### src/rtl/turf_bus_arbiter_if.sv
// rtl/turf_bus_arbiter_if.sv - requester-side register-bus channel for turf_bus_arbiter
// A requester holds req with wr/addr/bank/wdat stable until it sees ack; err qualifies ack.
interface turf_bus_arbiter_if;
  logic        req;
  logic        wr;
  logic [5:0]  addr;
  logic [1:0]  bank;
  logic [31:0] wdat;
  logic [31:0] rdat;
  logic        ack;
  logic        err;

  modport master (output req, wr, addr, bank, wdat, input rdat, ack, err);
  modport slave  (input req, wr, addr, bank, wdat, output rdat, ack, err);
endinterface

### src/rtl/turf_bus_arbiter.sv
// rtl/turf_bus_arbiter.sv - round-robin arbiter sharing the TURF register bus between two requesters
// One transaction in flight at a time; a missing TURF ack is aborted after TIMEOUT_CYCLES and counted.
module turf_bus_arbiter #(
  parameter int TIMEOUT_CYCLES = 255,
  parameter int TO_CNT_WIDTH   = 8
) (
  input  logic                    clk,
  input  logic                    rst,
  turf_bus_arbiter_if.slave       m0,
  turf_bus_arbiter_if.slave       m1,
  output logic                    turf_wr,
  output logic                    turf_rd,
  output logic [5:0]              turf_addr,
  output logic [1:0]              turf_bank,
  output logic [31:0]             turf_wdat,
  input  logic [31:0]             turf_rdat,
  input  logic                    turf_ack,
  input  logic                    to_clr,
  output logic [TO_CNT_WIDTH-1:0] to_count,
  output logic                    busy
);

  // The counter is cleared in ISSUE, so reaching this value in WAIT means the
  // strobe was issued TIMEOUT_CYCLES-1 cycles ago.
  localparam logic [15:0] WAIT_LAST = 16'(TIMEOUT_CYCLES - 2);

  typedef enum logic [1:0] {IDLE, ISSUE, WAIT, DONE} state_t;

  state_t      state;
  logic        last_grant;
  logic        grant;
  logic        lat_wr;
  logic [15:0] wait_cnt;
  logic        pick;
  logic        done_ok;
  logic        done_to;

  always_comb begin
    pick    = (m0.req && m1.req) ? ~last_grant : m1.req;
    done_ok = ((state == ISSUE) || (state == WAIT)) && turf_ack;
    done_to = (state == WAIT) && !turf_ack && (wait_cnt == WAIT_LAST);
  end

  always_ff @(posedge clk or posedge rst) begin
    if (rst) begin
      state      <= IDLE;
      last_grant <= 1'b1;
      grant      <= 1'b0;
      lat_wr     <= 1'b0;
      wait_cnt   <= '0;
      turf_wr    <= 1'b0;
      turf_rd    <= 1'b0;
      turf_addr  <= '0;
      turf_bank  <= '0;
      turf_wdat  <= '0;
      m0.ack     <= 1'b0;
      m0.err     <= 1'b0;
      m0.rdat    <= '0;
      m1.ack     <= 1'b0;
      m1.err     <= 1'b0;
      m1.rdat    <= '0;
      to_count   <= '0;
      busy       <= 1'b0;
    end else begin
      turf_wr <= 1'b0;
      turf_rd <= 1'b0;
      m0.ack  <= 1'b0;
      m1.ack  <= 1'b0;

      case (state)
        IDLE: begin
          if (m0.req || m1.req) begin
            grant     <= pick;
            lat_wr    <= pick ? m1.wr : m0.wr;
            turf_wr   <= pick ? m1.wr : m0.wr;
            turf_rd   <= pick ? !m1.wr : !m0.wr;
            turf_addr <= pick ? m1.addr : m0.addr;
            turf_bank <= pick ? m1.bank : m0.bank;
            turf_wdat <= pick ? m1.wdat : m0.wdat;
            busy      <= 1'b1;
            state     <= ISSUE;
          end
        end
        ISSUE: begin
          wait_cnt <= '0;
          if (!turf_ack) state <= WAIT;
        end
        WAIT: begin
          if (!done_ok && !done_to) wait_cnt <= wait_cnt + 16'd1;
        end
        DONE: begin
          last_grant <= grant;
          busy       <= 1'b0;
          state      <= IDLE;
        end
        default: state <= IDLE;
      endcase

      // An ack on the threshold cycle takes precedence: done_to requires !turf_ack.
      if (done_ok || done_to) begin
        state <= DONE;
        if (grant) begin
          m1.ack <= 1'b1;
          m1.err <= done_to;
          if (done_to)     m1.rdat <= '1;
          else if (!lat_wr) m1.rdat <= turf_rdat;
        end else begin
          m0.ack <= 1'b1;
          m0.err <= done_to;
          if (done_to)     m0.rdat <= '1;
          else if (!lat_wr) m0.rdat <= turf_rdat;
        end
      end

      if (done_to && to_clr)             to_count <= TO_CNT_WIDTH'(1);
      else if (to_clr)                   to_count <= '0;
      else if (done_to && !(&to_count))  to_count <= to_count + 1'b1;
    end
  end

endmodule
### src/flat_wrapper.sv
// flat-port wrapper written by rule: the top's interface ports become plain ports
module turf_bus_arbiter_flat 
#(
  parameter int TIMEOUT_CYCLES = 255,
  parameter int TO_CNT_WIDTH   = 8
)
  (clk, rst, turf_wr, turf_rd, turf_addr, turf_bank, turf_wdat, turf_rdat, turf_ack, to_clr, to_count, busy, m0_req, m0_wr, m0_addr, m0_bank, m0_wdat, m0_rdat, m0_ack, m0_err, m1_req, m1_wr, m1_addr, m1_bank, m1_wdat, m1_rdat, m1_ack, m1_err);
  turf_bus_arbiter_if m0_i ();
  turf_bus_arbiter_if m1_i ();
  input  logic clk;
  input  logic rst;
  output logic turf_wr;
  output logic turf_rd;
  output logic [5:0] turf_addr;
  output logic [1:0] turf_bank;
  output logic [31:0] turf_wdat;
  input  logic [31:0] turf_rdat;
  input  logic turf_ack;
  input  logic to_clr;
  output logic [TO_CNT_WIDTH-1:0] to_count;
  output logic busy;
  input wire logic [$bits(m0_i.req)-1:0] m0_req;
  input wire logic [$bits(m0_i.wr)-1:0] m0_wr;
  input wire logic [$bits(m0_i.addr)-1:0] m0_addr;
  input wire logic [$bits(m0_i.bank)-1:0] m0_bank;
  input wire logic [$bits(m0_i.wdat)-1:0] m0_wdat;
  output wire logic [$bits(m0_i.rdat)-1:0] m0_rdat;
  output wire logic [$bits(m0_i.ack)-1:0] m0_ack;
  output wire logic [$bits(m0_i.err)-1:0] m0_err;
  input wire logic [$bits(m1_i.req)-1:0] m1_req;
  input wire logic [$bits(m1_i.wr)-1:0] m1_wr;
  input wire logic [$bits(m1_i.addr)-1:0] m1_addr;
  input wire logic [$bits(m1_i.bank)-1:0] m1_bank;
  input wire logic [$bits(m1_i.wdat)-1:0] m1_wdat;
  output wire logic [$bits(m1_i.rdat)-1:0] m1_rdat;
  output wire logic [$bits(m1_i.ack)-1:0] m1_ack;
  output wire logic [$bits(m1_i.err)-1:0] m1_err;
  assign m0_i.req = m0_req;
  assign m0_i.wr = m0_wr;
  assign m0_i.addr = m0_addr;
  assign m0_i.bank = m0_bank;
  assign m0_i.wdat = m0_wdat;
  assign m0_rdat = m0_i.rdat;
  assign m0_ack = m0_i.ack;
  assign m0_err = m0_i.err;
  assign m1_i.req = m1_req;
  assign m1_i.wr = m1_wr;
  assign m1_i.addr = m1_addr;
  assign m1_i.bank = m1_bank;
  assign m1_i.wdat = m1_wdat;
  assign m1_rdat = m1_i.rdat;
  assign m1_ack = m1_i.ack;
  assign m1_err = m1_i.err;
  turf_bus_arbiter #(.TIMEOUT_CYCLES(TIMEOUT_CYCLES), .TO_CNT_WIDTH(TO_CNT_WIDTH)) u_core (.clk(clk), .rst(rst), .m0(m0_i), .m1(m1_i), .turf_wr(turf_wr), .turf_rd(turf_rd), .turf_addr(turf_addr), .turf_bank(turf_bank), .turf_wdat(turf_wdat), .turf_rdat(turf_rdat), .turf_ack(turf_ack), .to_clr(to_clr), .to_count(to_count), .busy(busy));
endmodule
### config.mk
export PLATFORM = sky130hd
export DESIGN_NAME = turf_bus_arbiter_flat
export DESIGN_NICKNAME = d
export VERILOG_FILES = /design/src/rtl/turf_bus_arbiter_if.sv /design/src/rtl/turf_bus_arbiter.sv /design/src/flat_wrapper.sv
export SDC_FILE = /design/constraint.sdc
export NUM_CORES = 1
export LEC_CHECK = 0
export BUFFER_PORTS_ARGS = -buffer_cell sky130_fd_sc_hd__buf_2
export CORE_MARGIN = 2
export CORE_UTILIZATION = 45
export DETAILED_ROUTE_END_ITERATION = 6
export GPL_ROUTABILITY_DRIVEN = 1
export GPL_TIMING_DRIVEN = 0
export PLACE_DENSITY = 0.78
export SYNTH_ARGS = -nofsm -noshare
export SYNTH_HDL_FRONTEND = slang
export SYNTH_SLANG_ARGS = --single-unit
### constraint.sdc
create_clock -name clk -period 4.25 [get_ports clk]
set_input_delay 0.2125 -clock clk [delete_from_list [all_inputs] [get_ports clk]]
set_output_delay 0.2125 -clock clk [all_outputs]
set_load 0.03 [all_outputs]
-- Yosys cells after proc, flatten, opt, wreduce, memory -nomap -nowiden
Index checks and enable logic that the tools add are counted.
W data, S select, Z words.
- add/sub/neg operators: 2
- equal/unequal tests: 9
- muxes and demuxes: 27
- bitwise logic cells: 2
- reduce and logical (&&, ||, !) cells: 30
- operators with widths (operator ; number):
    $mux W32 ; 3
    $pmux W16 S2 ; 1
    $mux W8 ; 3
    $add A16 B1 Y16 const B ; 1
    $eq A16 B8 Y1 const B ; 1
    $mux W16 ; 1
    $mux W1 ; 12
    $reduce_and A2 Y1 ; 5
    $reduce_and A3 Y1 ; 3
    $add A8 B1 Y8 const B ; 1
    $mux W2 ; 4
    $reduce_and A8 Y1 ; 1
    $logic_and A1 B1 Y1 ; 7
    $logic_not A1 Y1 ; 6
    $mux W6 ; 1
    $pmux W2 S3 ; 1
    $eq A2 B2 Y1 const B ; 2
    $ne A2 B2 Y1 const B ; 2
    $reduce_bool A2 Y1 ; 2
    $reduce_bool A4 Y1 ; 1
    $logic_or A1 B1 Y1 ; 3
    $ne A3 B1 Y1 const B ; 1
    $ne A3 B3 Y1 const B ; 1
    $reduce_bool A3 Y1 ; 1
    other kinds (5) ; 6
- flip-flop bits (word level): 140
- input port bits: 120
- output and inout port bits: 119
- word-level logic and storage cells: 88

-- Depth between registers and ports, before layout
Gate-level depths: netlist of the first run.
- depth after elaboration: 7
- depth in mapped cells: 8
- mapped depth without buffers: 6

-- Worst setup path before layout of the first run
OpenSTA, ideal clock, no wires.
- path type: register to register
- start: reg u_core.to_count[0]
- end: reg u_core.to_count[7]
- library setup time: 0.125 ns
- data arrival time: 1.702 ns
- path slack: 2.423 ns
- stages on the path, launching flop included: 7
- buffers on the path: 1
- clock period less this slack: 1.827 ns
- cell sequence: dfrtp_1 -> ha_1 -> nand4_1 -> o211ai_1 -> buf_2 -> nor3_1 -> mux2_2
- longest elaborated chain between the ends: 4
- elaborated cells between the ends (all ways): 8
- classes of those cells: 1 x add/sub; 3 x mux; 4 x reduce/logical
- ends and longest elaborated chain (item ; RTL line ; source):
    from (decl) ; turf_bus_arbiter.sv:19 ; output logic [TO_CNT_WIDTH-1:0] to_count,
    from (signal assigned) ; turf_bus_arbiter.sv:117 ; else if (done_to && !(&to_count)) to_count <= to_count + 1'b1;
    $add A8 B1 Y8 / $reduce_and A8 Y1 (equally long branches) ; turf_bus_arbiter.sv:117 ;
    $mux W8 / $logic_not A1 Y1 (equally long branches) ; turf_bus_arbiter.sv:117 ;
    $mux W8 / $logic_and A1 B1 Y1 (equally long branches) ; turf_bus_arbiter.sv:116, turf_bus_arbiter.sv:117 ;
    $mux W8 / $reduce_bool A3 Y1 (equally long branches) ; - ;
Parallel ways exist; a longest one is shown, timed or not. The select of a mux whose other input is x is not followed.
A chain may end at the register's enable or synchronous reset.

-- Worst setup path in the final report of the first run
- start: reg u_core.state[0]
- end: reg u_core.m0.rdat[16]
- longest elaborated chain between the ends: 5
- elaborated cells between the ends (all ways): 10
- classes of those cells: 3 x eq/ne; 1 x mux; 6 x reduce/logical
- ends and longest elaborated chain (item ; RTL line ; source):
    from (decl) ; turf_bus_arbiter.sv:29 ; state_t state;
    from (signal assigned) ; turf_bus_arbiter.sv:46 ; state <= IDLE;
    from (signal assigned) ; turf_bus_arbiter.sv:81 ; state <= ISSUE;
    from (signal assigned) ; turf_bus_arbiter.sv:86 ; if (!turf_ack) state <= WAIT;
    $eq A2 B2 Y1 / $eq A2 B1 Y1 (equally long branches) ; turf_bus_arbiter.sv:40, turf_bus_arbiter.sv:41 ;
    $logic_and A1 B1 Y1 / $logic_or A1 B1 Y1 (equally long branches) ; turf_bus_arbiter.sv:41, turf_bus_arbiter.sv:40 ;
    $logic_and A1 B1 Y1 (on tied branches) ; turf_bus_arbiter.sv:41, turf_bus_arbiter.sv:40 ;
    $ne A2 B2 Y1 (no source line) / $logic_or A1 B1 Y1 (equally long branches) ; - ;
    $reduce_and A3 Y1 (no source line) ; - ;
    to (decl) ; turf_bus_arbiter_if.sv:14 ; modport slave (input req, wr, addr, bank, wdat, output rdat, ack, err);
Parallel ways exist; a longest one is shown, timed or not.

==> summary.txt, run 1 <==
Synthesis
  • Synth Instances: 659
  • Mean Syn Cell Area: just under 10 um2
  • Synthesized Nets: around 800
  • Area share of the largest cell type after synthesis: 0.5401
  • Yosys reg bits: 140
  • Synth area leaders: dfrtp_1, mux2i_1, o22ai_1
  • Top FF cell, synth: dfrtp_1
  • Commonest cells post-synth: dfrtp_1, a21oi_1, nor2_1
  • Yosys cell types: between 40 and 50
  • Number of enable flip-flop cells after synthesis: 0
  • Sequential area share after synthesis: 0.5442
  • Most numerous cell in the Yosys netlist: dfrtp_1
  • Warnings from Yosys: 0
  • Share of flip-flops with an asynchronous set or reset: 1.000
  • Post-Syn Area: between 6000 and 7000 um2
  • Cell accounting for the most synthesized area: dfrtp_1

Detailed routing
  • Starting DRT DRC Count: between 400 and 500
  • Vias/cell: 5.418
  • Initial DRT Pass Iterations: 5
  • Number of remaining DRC errors: 0
  • WL final: roughly 18000 um
  • Detail Route Antenna Nets: 0
  • DR vias: 6014
  • Routed length per instance: 16.09 um

Clock network
  • Clk_lat worst skew: 0.42 ns
  • CTS resizes: 0
  • Post-CTS setup buffer count: 0
  • Clk root buf: clkbuf_16
  • Post-CTS Hold Buffers: 1
  • H-tree depth: 4
  • TritonCTS sink count: 140
  • CTS buffer count: 17
  • CTS max path bufs: 2
  • Clock slew seen by the registers of the worst setup and hold paths: ~0.06 ns
  • TritonCTS clock tree: yes

Cells and area
  • P&R area growth vs syn: 32.95%
  • Util after Layout: 0.6144
  • ANT cells: 0
  • Fraction of layout cells with a size suffix above 1: 0.3129
  • Nets: 1044
  • Cell area after layout: ~8600 um2

Timing
  • Final setup vio count: 0
  • Period utilization: 0.4990
  • RSZ-0062 raised after global routing: false
  • Fin. Hold Viols: 0
  • Worst-Margin Slew: between 0.5 and 0.6 ns
  • Slew Limit Fails: 0
  • Relative slew slack: 0.6163
  • Final min period: between 2 and 2.5 ns
  • WHS: 0.04643 ns
  • Fmax: approximately 0.47 GHz
  • Final clock skew: a little over 0.008 ns

Floorplan
  • Num ports: around 240
  • Core area: roughly 14000 um2
  • Die Ht: 123.6 um
  • Row cnt: 43
  • Total die area: around 15000 um2
  • Die W: around 120 um
  • Starting Density: 0.4622

Power
  • Peak supply drop: between 400 and 500 uV
  • Internal Power: 3.925 mW
  • Clk network pwr share: 0.242
  • Gate power share: 0.442
  • Seq pwr share: 0.316
  • Switching Fraction: 0.4303
  • Total Power: between 6 and 7 mW
  • PwrDens: around 800 nW/um2
  • Static Leak: 4.326 nW
  • Psw: between 2 and 3 mW

GRT
  • Grt ovf: 0
  • Vias in the first global route: 5602
  • Initial antenna violation count: 0
  • First-pass GRT wire length: roughly 28000 um
  • Routing usage on met1: 0.3079
  • Met3 Usage GRT: 0.05128
  • Tot GR Track Use: 0.2377
  • Met2 Usage GRT: 0.3884
  • GRT busiest layer: met2
  • Largest net degree at the start of global routing: 97

Worst setup path
  • CP Buf/Inv Count: 2
  • Slowest cell on crit path: clkbuf_1
  • Critical path capture point type: flop
  • Worst path cell trace: inv_1 -> ha_1 -> and3b_1 -> nand2_1 -> clkbuf_1 -> o22ai_1 -> a21oi_1
  • WP data arrival: around 2.5 ns
  • Worst EP required: approximately 4.6 ns
  • Peak fanout along the critical path: 10
  • CP peak stage delay: 0.44 ns
  • Crit path kind: flop to flop
  • Critical path launch point type: flop
  • Crit path max-delay family: buffers and inverters

Placed design
  • Area post-placement: about 7900 um2
  • Gp weighted congestion: 0.8503
  • IO Port Bufs: approximately 240
  • HPWL Detailed: 12960 um

Min path
  • Hold Path Class: primary input to flop

Run status
  • Outcome: complete, no violations

Job
  • Number of max-cap violations: 0
[per-stage QoR]
step | setup WS, ns | TNS [ns] | std cells
after detailed placement | 2.136 | 0 | 1077
after CTS | 2.101 | 0 | 1110
after global routing | 1.923 | 0 | 1110
final | 2.129 | 0 | 1110
after floorplan | 0.2863 | 0 | 659
after global placement | -1.344 | -185.11 | 1076
[cells in the final DEF, fill, tap and decap left out, types with 2 or more instances in the layout]
master,count
nand4_1,8
ha_1,7
clkinvlp_4,2
o21ai_0,51
and3_1,2
nand3_1,12
buf_2,248
a31oi_1,2
dfrtp_1,139
o211ai_1,2
and2_1,6
mux2_2,2
o31ai_1,6
nand2_1,65
nor3_1,2
and4_1,3
clkbuf_1,35
o22ai_1,64
clkinv_2,2
mux2i_1,53
inv_6,2
inv_1,6
clkbuf_16,17
nand2b_1,3
nor2_1,73
a21oi_1,75
bufinv_16,5
a21boi_0,4
clkbuf_8,4
nor2b_1,2
or4_1,5
buf_1,3
[routing by layer]
| layer | routed length [um] | up-vias |
|---|---|---|
| li1 | - | 2891 |
| met1 | 7515 | 2850 |
| met2 | 8772 | 243 |
| met3 | 1172 | 30 |
| met4 | 400 | 0 |
| met5 | 0 | - |
[sequential cells by signal (all words and copies together), names as in the netlist, 2 cells and up]
signal,count
u_core.m1.rdat,32
u_core.m0.rdat,32
u_core.turf_bank,2
u_core.state,2
u_core.to_count,8
u_core.wait_cnt,16
u_core.turf_wdat,32
u_core.turf_addr,6
[layout make-up]
| type | count | area [um2] |
|---|---|---|
| Fill cell | 1240 | 5373 |
| Timing Repair Buffer | 239 | 1224 |
| Buffer | 48 | 193.9 |
| Inverter | 8 | 35.03 |
| Clock buffer | 22 | 484.2 |
| Sequential cell | 140 | 3505 |
| Clock inverter | 10 | 183.9 |
| Multi-Input combinational cell | 463 | 2711 |
| Tap cell | 180 | 225.2 |
[power by group through the flow]
stage	clock network, mW	logic [mW]	registers [mW]
after detailed placement	0	3.06	2.19
after global routing	1.75	3.32	2.24
after floorplan	0	1.25	3.06
after global placement	0	2.99	2.17
final	1.67	3.05	2.17
after CTS	1.69	3.07	2.17
[cells by family (layout without fill, tap and decap cells)]
| group | after synthesis | in the layout | synth area share |
|---|---|---|---|
| AOI/OAI and AO/OA | 212 | 212 | 0.1857 |
| DFF | 140 | 140 | 0.5442 |
| buffers and inverters | 56 | 327 | 0.03478 |
| and+or+nand+nor | 189 | 189 | 0.1358 |
| adders and majority gates | 7 | 7 | 0.01360 |
| muxes | 55 | 55 | 0.08588 |
[path summary, 6_finish.rpt]
| kind | cells after the start | start | endpoint | slack, ns |
|---|---|---|---|---|
| hold reg to reg | 2 | u_core.turf_wdat[4] | u_core.turf_wdat[4] | 0.47 |
| setup reg to reg | 7 | u_core.state[0] | u_core.m0.rdat[16] | 2.13 |
| hold / removal | 2 | m1_req | u_core.busy | 0.05 |
| min in group asynchronous | 3 | rst | u_core.turf_wdat[9] | 0.35 |
| setup / recovery | 7 | u_core.state[0] | u_core.m0.rdat[16] | 2.13 |
| max in group asynchronous | 4 | rst | u_core.wait_cnt[12] | 3.11 |
Note: power is estimated with default switching activity, not from simulation.
==> inputs of run 2 (changes only) <==
Settings changed: ABC_AREA from default to 1, PLACE_DENSITY 0.78 to 0.77.
Clock period 4.25 ns to 1.9 ns, I/O delays scaled along.
==> summary.txt, run 2 <==
Run status
  • Outcome: complete, no violations

Worst setup path
  • Crit path kind: flop to flop
  • Critical path launch point type: flop
  • Worst EP required: 2.25 ns (-2.33 ns)
  • Crit Reg-Reg Startpoint: u_core.state[0]
  • Critical path capture point type: flop
  • WP data arrival: 2.16 ns (-0.29 ns)
  • Path depth of the worst reg2reg path: 9 (+2)
  • Peak fanout along the critical path: 10 (unchanged)
  • CP startpoint: u_core.state[0]

GRT
  • Vias in the first global route: 6890 (+23%)
  • Grt ovf: 0 (unchanged)
  • Initial antenna violation count: 0 (unchanged)
  • Largest net degree at the start of global routing: 40 (-59%)
  • Tot GR Track Use: 0.2686 (+0.03098)
  • First-pass GRT wire length: 34480 um (+23%)

Cells and area
  • Nets: 1305 (+25%)
  • Util after Layout: 0.6636 (+0.04911)
  • Commonest non-fill, non-tap cells in the layout: nand2_1, buf_2, dfrtp_1, o21ai_0, nor2_1
  • Commonest non-fill, non-tap cell in the layout: nand2_1
  • Fraction of layout cells with a size suffix above 1: 0.2796 (-0.03331)
  • Fill count: 1137 (-8.3%)
  • Biggest regs: u_core.m0.rdat (32), u_core.m1.rdat (32), u_core.turf_wdat (32)
  • P&R area growth vs syn: 43.30%
  • ANT cells: 0 (unchanged)

Clock network
  • CTS max path bufs: 2 (unchanged)
  • CTS buffer count: 17 (unchanged)
  • Clock slew seen by the registers of the worst setup and hold paths: 0.06 ns (about the same)
  • Clk root buf: clkbuf_16
  • Clk_lat worst skew: 0.42 ns (about the same)
  • TritonCTS clock tree: yes
  • H-tree depth: 4 (unchanged)
  • TritonCTS sink count: 140 (unchanged)

Power
  • Peak supply drop: 832.5 uV (+110%)
  • PwrDens: 1588 nW/um2 (+97%)
  • Static Leak: 5.283 nW (+22%)

Detailed routing
  • DR vias: 7169 (+19%)
  • Routed length per instance: 15.44 um (-4.1%)
  • Initial DRT Pass Iterations: 7 (+2)
  • Number of remaining DRC errors: 0 (unchanged)
  • Detail Route Antenna Nets: 0 (unchanged)
  • WL final: 21230 um (+19%)
  • Vias/cell: 5.214 (-3.8%)
  • Starting DRT DRC Count: 476 (+10%)

Synthesis
  • Cell accounting for the most synthesized area: dfrtp_1
  • Synth area leaders: dfrtp_1, nand2_1, o21ai_0
  • Yosys reg bits: 140 (unchanged)
  • Sequential area share after synthesis: 0.5188 (-0.02540)
  • Yosys cell types: 32 (-27%)
  • Most numerous cell in the Yosys netlist: nand2_1
  • Warnings from Yosys: 0 (unchanged)
  • Share of flip-flops with an asynchronous set or reset: 1.000 (unchanged)
  • Number of enable flip-flop cells after synthesis: 0 (unchanged)
  • Synth Instances: 846 (+28%)
  • Top FF cell, synth: dfrtp_1
  • Synthesized Nets: 973 (+24%)
  • Post-Syn Area: 6755 um2 (+4.9%)
  • Area share of the largest cell type after synthesis: 0.5149 (-0.02521)
  • Commonest cells post-synth: nand2_1, dfrtp_1, o21ai_0
  • Mean Syn Cell Area: 7.985 um2 (-18%)

Floorplan
  • Die Ht: 126.5 um (+2.3%)
  • Row cnt: 44 (+2.3%)
  • Num ports: 239 (unchanged)
  • Starting Density: 0.4630 (+0.0008829)
  • Core area: 14590 um2 (+4.7%)
  • Die W: 126.5 um (+2.3%)
  • Total die area: 16010 um2 (+4.7%)

Job
  • Number of max-cap violations: 0 (unchanged)

Min path
  • Hold path depth: 3 (+1)
  • Min-delay src: m1_bank[0]
  • Hold Path Class: primary input to flop

Timing
  • Relative slew slack: 0.5646 (-0.05175)
  • Slew Limit Fails: 0 (unchanged)
  • Fin. Hold Viols: 0 (unchanged)
  • Worst-Margin Slew: 0.6517 ns (+0.08137 ns)
  • Fmax: 0.5525 GHz (+17%)
  • Setup WS post-layout: 0.09020 ns (-2.039 ns)
  • Final min period: 1.810 ns (-0.3110 ns)
  • Period utilization: 0.9525 (+0.4535)
  • Final setup vio count: 0 (unchanged)
  • Final clock skew: 0.009418 ns (+0.001267 ns)

Placed design
  • HPWL Detailed: 13860 um (+6.9%)
  • Gp weighted congestion: 0.8741 (+2.8%)
  • Place WS: -0.4139 ns (-2.550 ns)
  • IO Port Bufs: 238 (+0.42%)
-- run 2: cell count changes in the layout (fill, tap and decap cells not counted), moves of 9 or more --
cell / delta
mux2i_1: -53
buf_4: +9
a21oi_1: -74
nand3_1: +46
nand2_1: +220
nand4_1: +31
xor2_1: +9
o22ai_1: -64
buf_6: +9
o21ai_0: +40
clkbuf_1: -20
inv_1: +48
dlygate4sd3_1: +67
-- run 2: metal layers --
layer / global-route usage / share of wire
met1: 0.3455 / 0.40
met2: 0.4363 / 0.48
met3: 0.05989 / 0.085
met4: 0.1209 / 0.033
met5: 0 / 0
-- run 2: cell type report --
cell class,count,area [um2],area share
flip-flops and latches,140,3505,0.3620
multi-input cells,600,2820,0.2913
repair buffers,313,1962,0.2027
clock buffers,23,498.0,0.05144
plain buffers,46,297.8,0.03076
inverters,60,235.2,0.02430
well taps,184,230.2,0.02378
clock inverters,9,132.6,0.01370
-- run 2: worst paths after layout --
check	endpoint	slack [ns]
worst max-delay path	u_core.to_count[2]	0.09
worst min-delay path	u_core.turf_bank[0]	0.01
worst max register to register	u_core.to_count[2]	0.09
worst min register to register	u_core.m1.rdat[15]	0.47
max in group asynchronous	u_core.turf_addr[5]	0.70
min in group asynchronous	u_core.to_count[4]	0.33
-- run 2: critical path: stages (launching register included) --
cell	delay [ns]
dfrtp_1	0.42
inv_2	0.10
ha_4	0.17
and3_4	0.20
nand3_4	0.14
buf_8	0.20
nor2_4	0.22
buf_4	0.16
nand4_1	0.07
nand2_1	0.07
-- run 2: power by group --
part           switching (mW)  internal [mW]  leakage, nW
sequential              0.706           4.14         1.78
clock                    1.30           2.24        0.306
combinational            4.94           2.05         3.20
-- run 2: cells by family (layout without fill, tap and decap cells) --
family | count (synthesis) | in the layout | synth area share
XOR/XNOR | 11 | 11 | 0.01426
adder cells (fa/ha/maj) | 7 | 7 | 0.01296
AO/OA/AOI/OAI | 101 | 101 | 0.07742
AND/OR/NAND/NOR | 481 | 481 | 0.3028
flip-flops | 140 | 140 | 0.5188
buffers and inverters | 106 | 451 | 0.07372
-- run 2: per-stage QoR --
step / setup TNS, ns / hold WS, ns / power (mW) / area [um2] / instances
2_1_floorplan: 0 / 0.2769 / 9.337 / 6759 / 846
3_3_place_gp: -128.57 / 0.3714 / 11.31 / 8180 / 1268
3_5_place_dp: -16.42 / 0.2167 / 11.46 / 8240 / 1271
4_1_cts: 0 / 0.002345 / 15.16 / 9565 / 1371
5_1_grt: -0.1134 / 0.01443 / 16.25 / 9681 / 1375
6_report: 0 / 0.01118 / 15.38 / 9681 / 1375
-- run 2: timing repair --
| action | in CTS | in global routing |
|---|---|---|
| setup endpoints to repair | 86 | 116 |
| hold buffers | 68 | 0 |
| pin swaps | 0 | 3 |
| gates resized for setup | 6 | 39 |
| gates cloned | 0 | 0 |
| endpoints found under the hold margin | 71 | 0 |
| setup buffers | 0 | 4 |
==> inputs of run 3 (changes only) <==
Settings changed: CORE_ASPECT_RATIO from default to 1.25, PLACE_DENSITY 0.77 to 0.76.
==> summary.txt, run 3 (synthesis results as in run 2) <==
Run status
  • Outcome: complete, no violations

Timing
  • Period utilization: 0.9480 (-0.004576)
  • RSZ-0062 raised after global routing: true
  • Fmax: 0.5552 GHz (+0.48%)
  • Worst-Margin Slew: 0.7022 ns (+0.05043 ns)
  • Relative slew slack: 0.5309 (-0.03369)
  • Fin. Hold Viols: 0 (unchanged)
  • Final min period: 1.801 ns (-0.008695 ns)
  • Final clock skew: 0.01280 ns (+0.003382 ns)
  • Final setup vio count: 0 (unchanged)
  • Slew Limit Fails: 0 (unchanged)

Cells and area
  • Commonest non-fill, non-tap cells in the layout: nand2_1, buf_2, dfrtp_1, o21ai_0, nor2_1
  • Fill count: 1224 (+7.7%)
  • Sequential Area: 3505 um2 (unchanged)
  • Nets: 1301 (-0.31%)
  • Biggest regs: u_core.m0.rdat (32), u_core.m1.rdat (32), u_core.turf_wdat (32)
  • Fraction of layout cells with a size suffix above 1: 0.2772 (-0.002428)
  • Cell area after layout: 9600 um2 (-0.83%)
  • P&R area growth vs syn: 42.12%
  • Commonest non-fill, non-tap cell in the layout: nand2_1
  • Final std cells w/o fill: 1370 (-0.36%)
  • Footprint of the multi-input gates: 2814 um2 (-0.22%)

GRT
  • Tot GR Track Use: 0.2575 (-0.01111)
  • First-pass GRT wire length: 33230 um (-3.6%)
  • Initial antenna violation count: 1 (+1)
  • Grt ovf: 0 (unchanged)
  • Largest net degree at the start of global routing: 42 (+5.0%)
  • Vias in the first global route: 6925 (+0.51%)

Clock network
  • TritonCTS clock tree: yes
  • CTS buffer count: 17 (unchanged)
  • CTS max path bufs: 2 (unchanged)
  • Clk root buf: clkbuf_16
  • H-tree depth: 4 (unchanged)
  • TritonCTS sink count: 140 (unchanged)
  • Clk_lat worst skew: 0.41 ns (about the same)
  • Clock slew seen by the registers of the worst setup and hold paths: 0.07 ns (about the same)

Power
  • Peak supply drop: 942.9 uV (+13%)
  • Static Leak: 5.246 nW (-0.70%)
  • Clk network pwr share: 0.224 (-0.006)
  • Gate power share: 0.456 (+0.002)
  • PwrDens: 1574 nW/um2 (-0.91%)
  • Internal Power: 8.153 mW (-3.4%)
  • Psw: 6.957 mW (+0.24%)
  • Total Power: 15.11 mW (-1.7%)
  • Seq pwr share: 0.320 (+0.004)
  • Switching Fraction: 0.4604 (+0.009067)

Detailed routing
  • DR vias: 6956 (-3.0%)
  • Number of remaining DRC errors: 0 (unchanged)
  • Initial DRT Pass Iterations: 4 (-3)
  • WL final: 20530 um (-3.3%)
  • Detail Route Antenna Nets: 0 (unchanged)
  • Routed length per instance: 14.98 um (-3.0%)
  • Starting DRT DRC Count: 532 (+12%)
  • Vias/cell: 5.077 (-2.6%)

Worst setup path
  • Peak fanout along the critical path: 10 (unchanged)
  • WP data arrival: 2.09 ns (-0.07 ns)
  • Crit path kind: flop to flop
  • Critical path capture point type: flop
  • Critical path launch point type: flop
  • Worst EP required: 2.19 ns (-0.06 ns)

Placed design
  • IO Port Bufs: 238 (unchanged)
  • HPWL Detailed: 13720 um (-0.98%)
  • Gp weighted congestion: 0.8509 (-2.7%)
  • Placed cells: 1269 (-0.16%)
  • Area post-placement: 8238 um2 (about the same)

Floorplan
  • Die W: 113.6 um (-10%)
  • Row cnt: 50 (+14%)
  • Total die area: 16010 um2 (about the same)
  • Num ports: 239 (unchanged)
  • Starting Density: 0.4556 (-0.007424)
  • Core area: 14830 um2 (+1.6%)
  • Die Ht: 141.0 um (+11%)

Job
  • Number of max-cap violations: 0 (unchanged)

Min path
  • Hold Path Class: primary input to flop
## run 3: cell type report
cell class / count / area share
clock inverter: 14 / 0.01785
antenna: 1 / 0.0002607
multi-input combinational: 601 / 0.2931
buffer: 46 / 0.03128
timing repair buffer: 308 / 0.1999
inverter: 60 / 0.02411
tap: 182 / 0.02372
clock buffer: 18 / 0.04470
sequential: 140 / 0.3650
## run 3: routing by layer
metal | GRT usage | part of all wire | vias to the layer above
met3 | 0.04772 | 0.070 | 44
met5 | 0 | 0 | -
met1 | 0.3175 | 0.41 | 3206
li1 | - | - | 3384
met4 | 0.1162 | 0.032 | 0
met2 | 0.4393 | 0.49 | 322
## run 3: per-stage QoR
stage | utilization | TNS [ns] | hold WS (ns) | setup WS, ns
after CTS | 0.6424 | 0 | 0.0001694 | 0.001137
after global placement | 0.5516 | -133.70 | 0.3676 | -0.8864
after floorplan | - | 0 | 0.2769 | 0.05672
after global routing | 0.6475 | -0.3195 | 0.02328 | -0.03136
after detailed placement | 0.5556 | -11.92 | 0.2411 | -0.3075
final | 0.6475 | 0 | 0.01624 | 0.09889
## run 3: power by group through the flow
| stage | clock network (mW) | registers, mW | logic, mW |
|---|---|---|---|
| finish | 3.39 | 4.84 | 6.89 |
| global route | 3.55 | 4.94 | 7.50 |
| CTS | 3.45 | 4.81 | 6.74 |
| detailed placement | 0 | 4.83 | 6.59 |
| global placement | 0 | 4.83 | 6.45 |
| floorplan | 0 | 6.86 | 2.47 |
## run 3: path summary, 6_finish.rpt
check | cells after the start | slack, ns | endpoint | start
setup reg to reg | 10 | 0.1 | u_core.wait_cnt[12] | u_core.state[0]
hold / removal | 3 | 0.02 | u_core.turf_wdat[19] | m0_wdat[19]
max in group asynchronous | 4 | 0.87 | u_core.last_grant | rst
setup / recovery | 10 | 0.1 | u_core.wait_cnt[12] | u_core.state[0]
min in group asynchronous | 3 | 0.35 | u_core.turf_addr[5] | rst
hold reg to reg | 2 | 0.46 | u_core.m1.rdat[23] | u_core.m1.rdat[23]
## run 3: timing repair
action,4_1_cts,5_1_grt
hold buffers,66,0
endpoints found under the setup margin,87,114
resized for setup,9,29
pin swaps,0,2
hold endpoints to repair,72,0
buffers inserted,0,1
gates cloned,0,1
## run 3: worst max-delay path: stages (launching register included)
cell	delay (ns)
dfrtp_1	0.41
inv_1	0.09
ha_2	0.23
and3_4	0.21
nand3_4	0.14
buf_12	0.20
nand3_4	0.08
nand2_2	0.08
buf_6	0.15
nand2_1	0.06
nand2_1	0.05
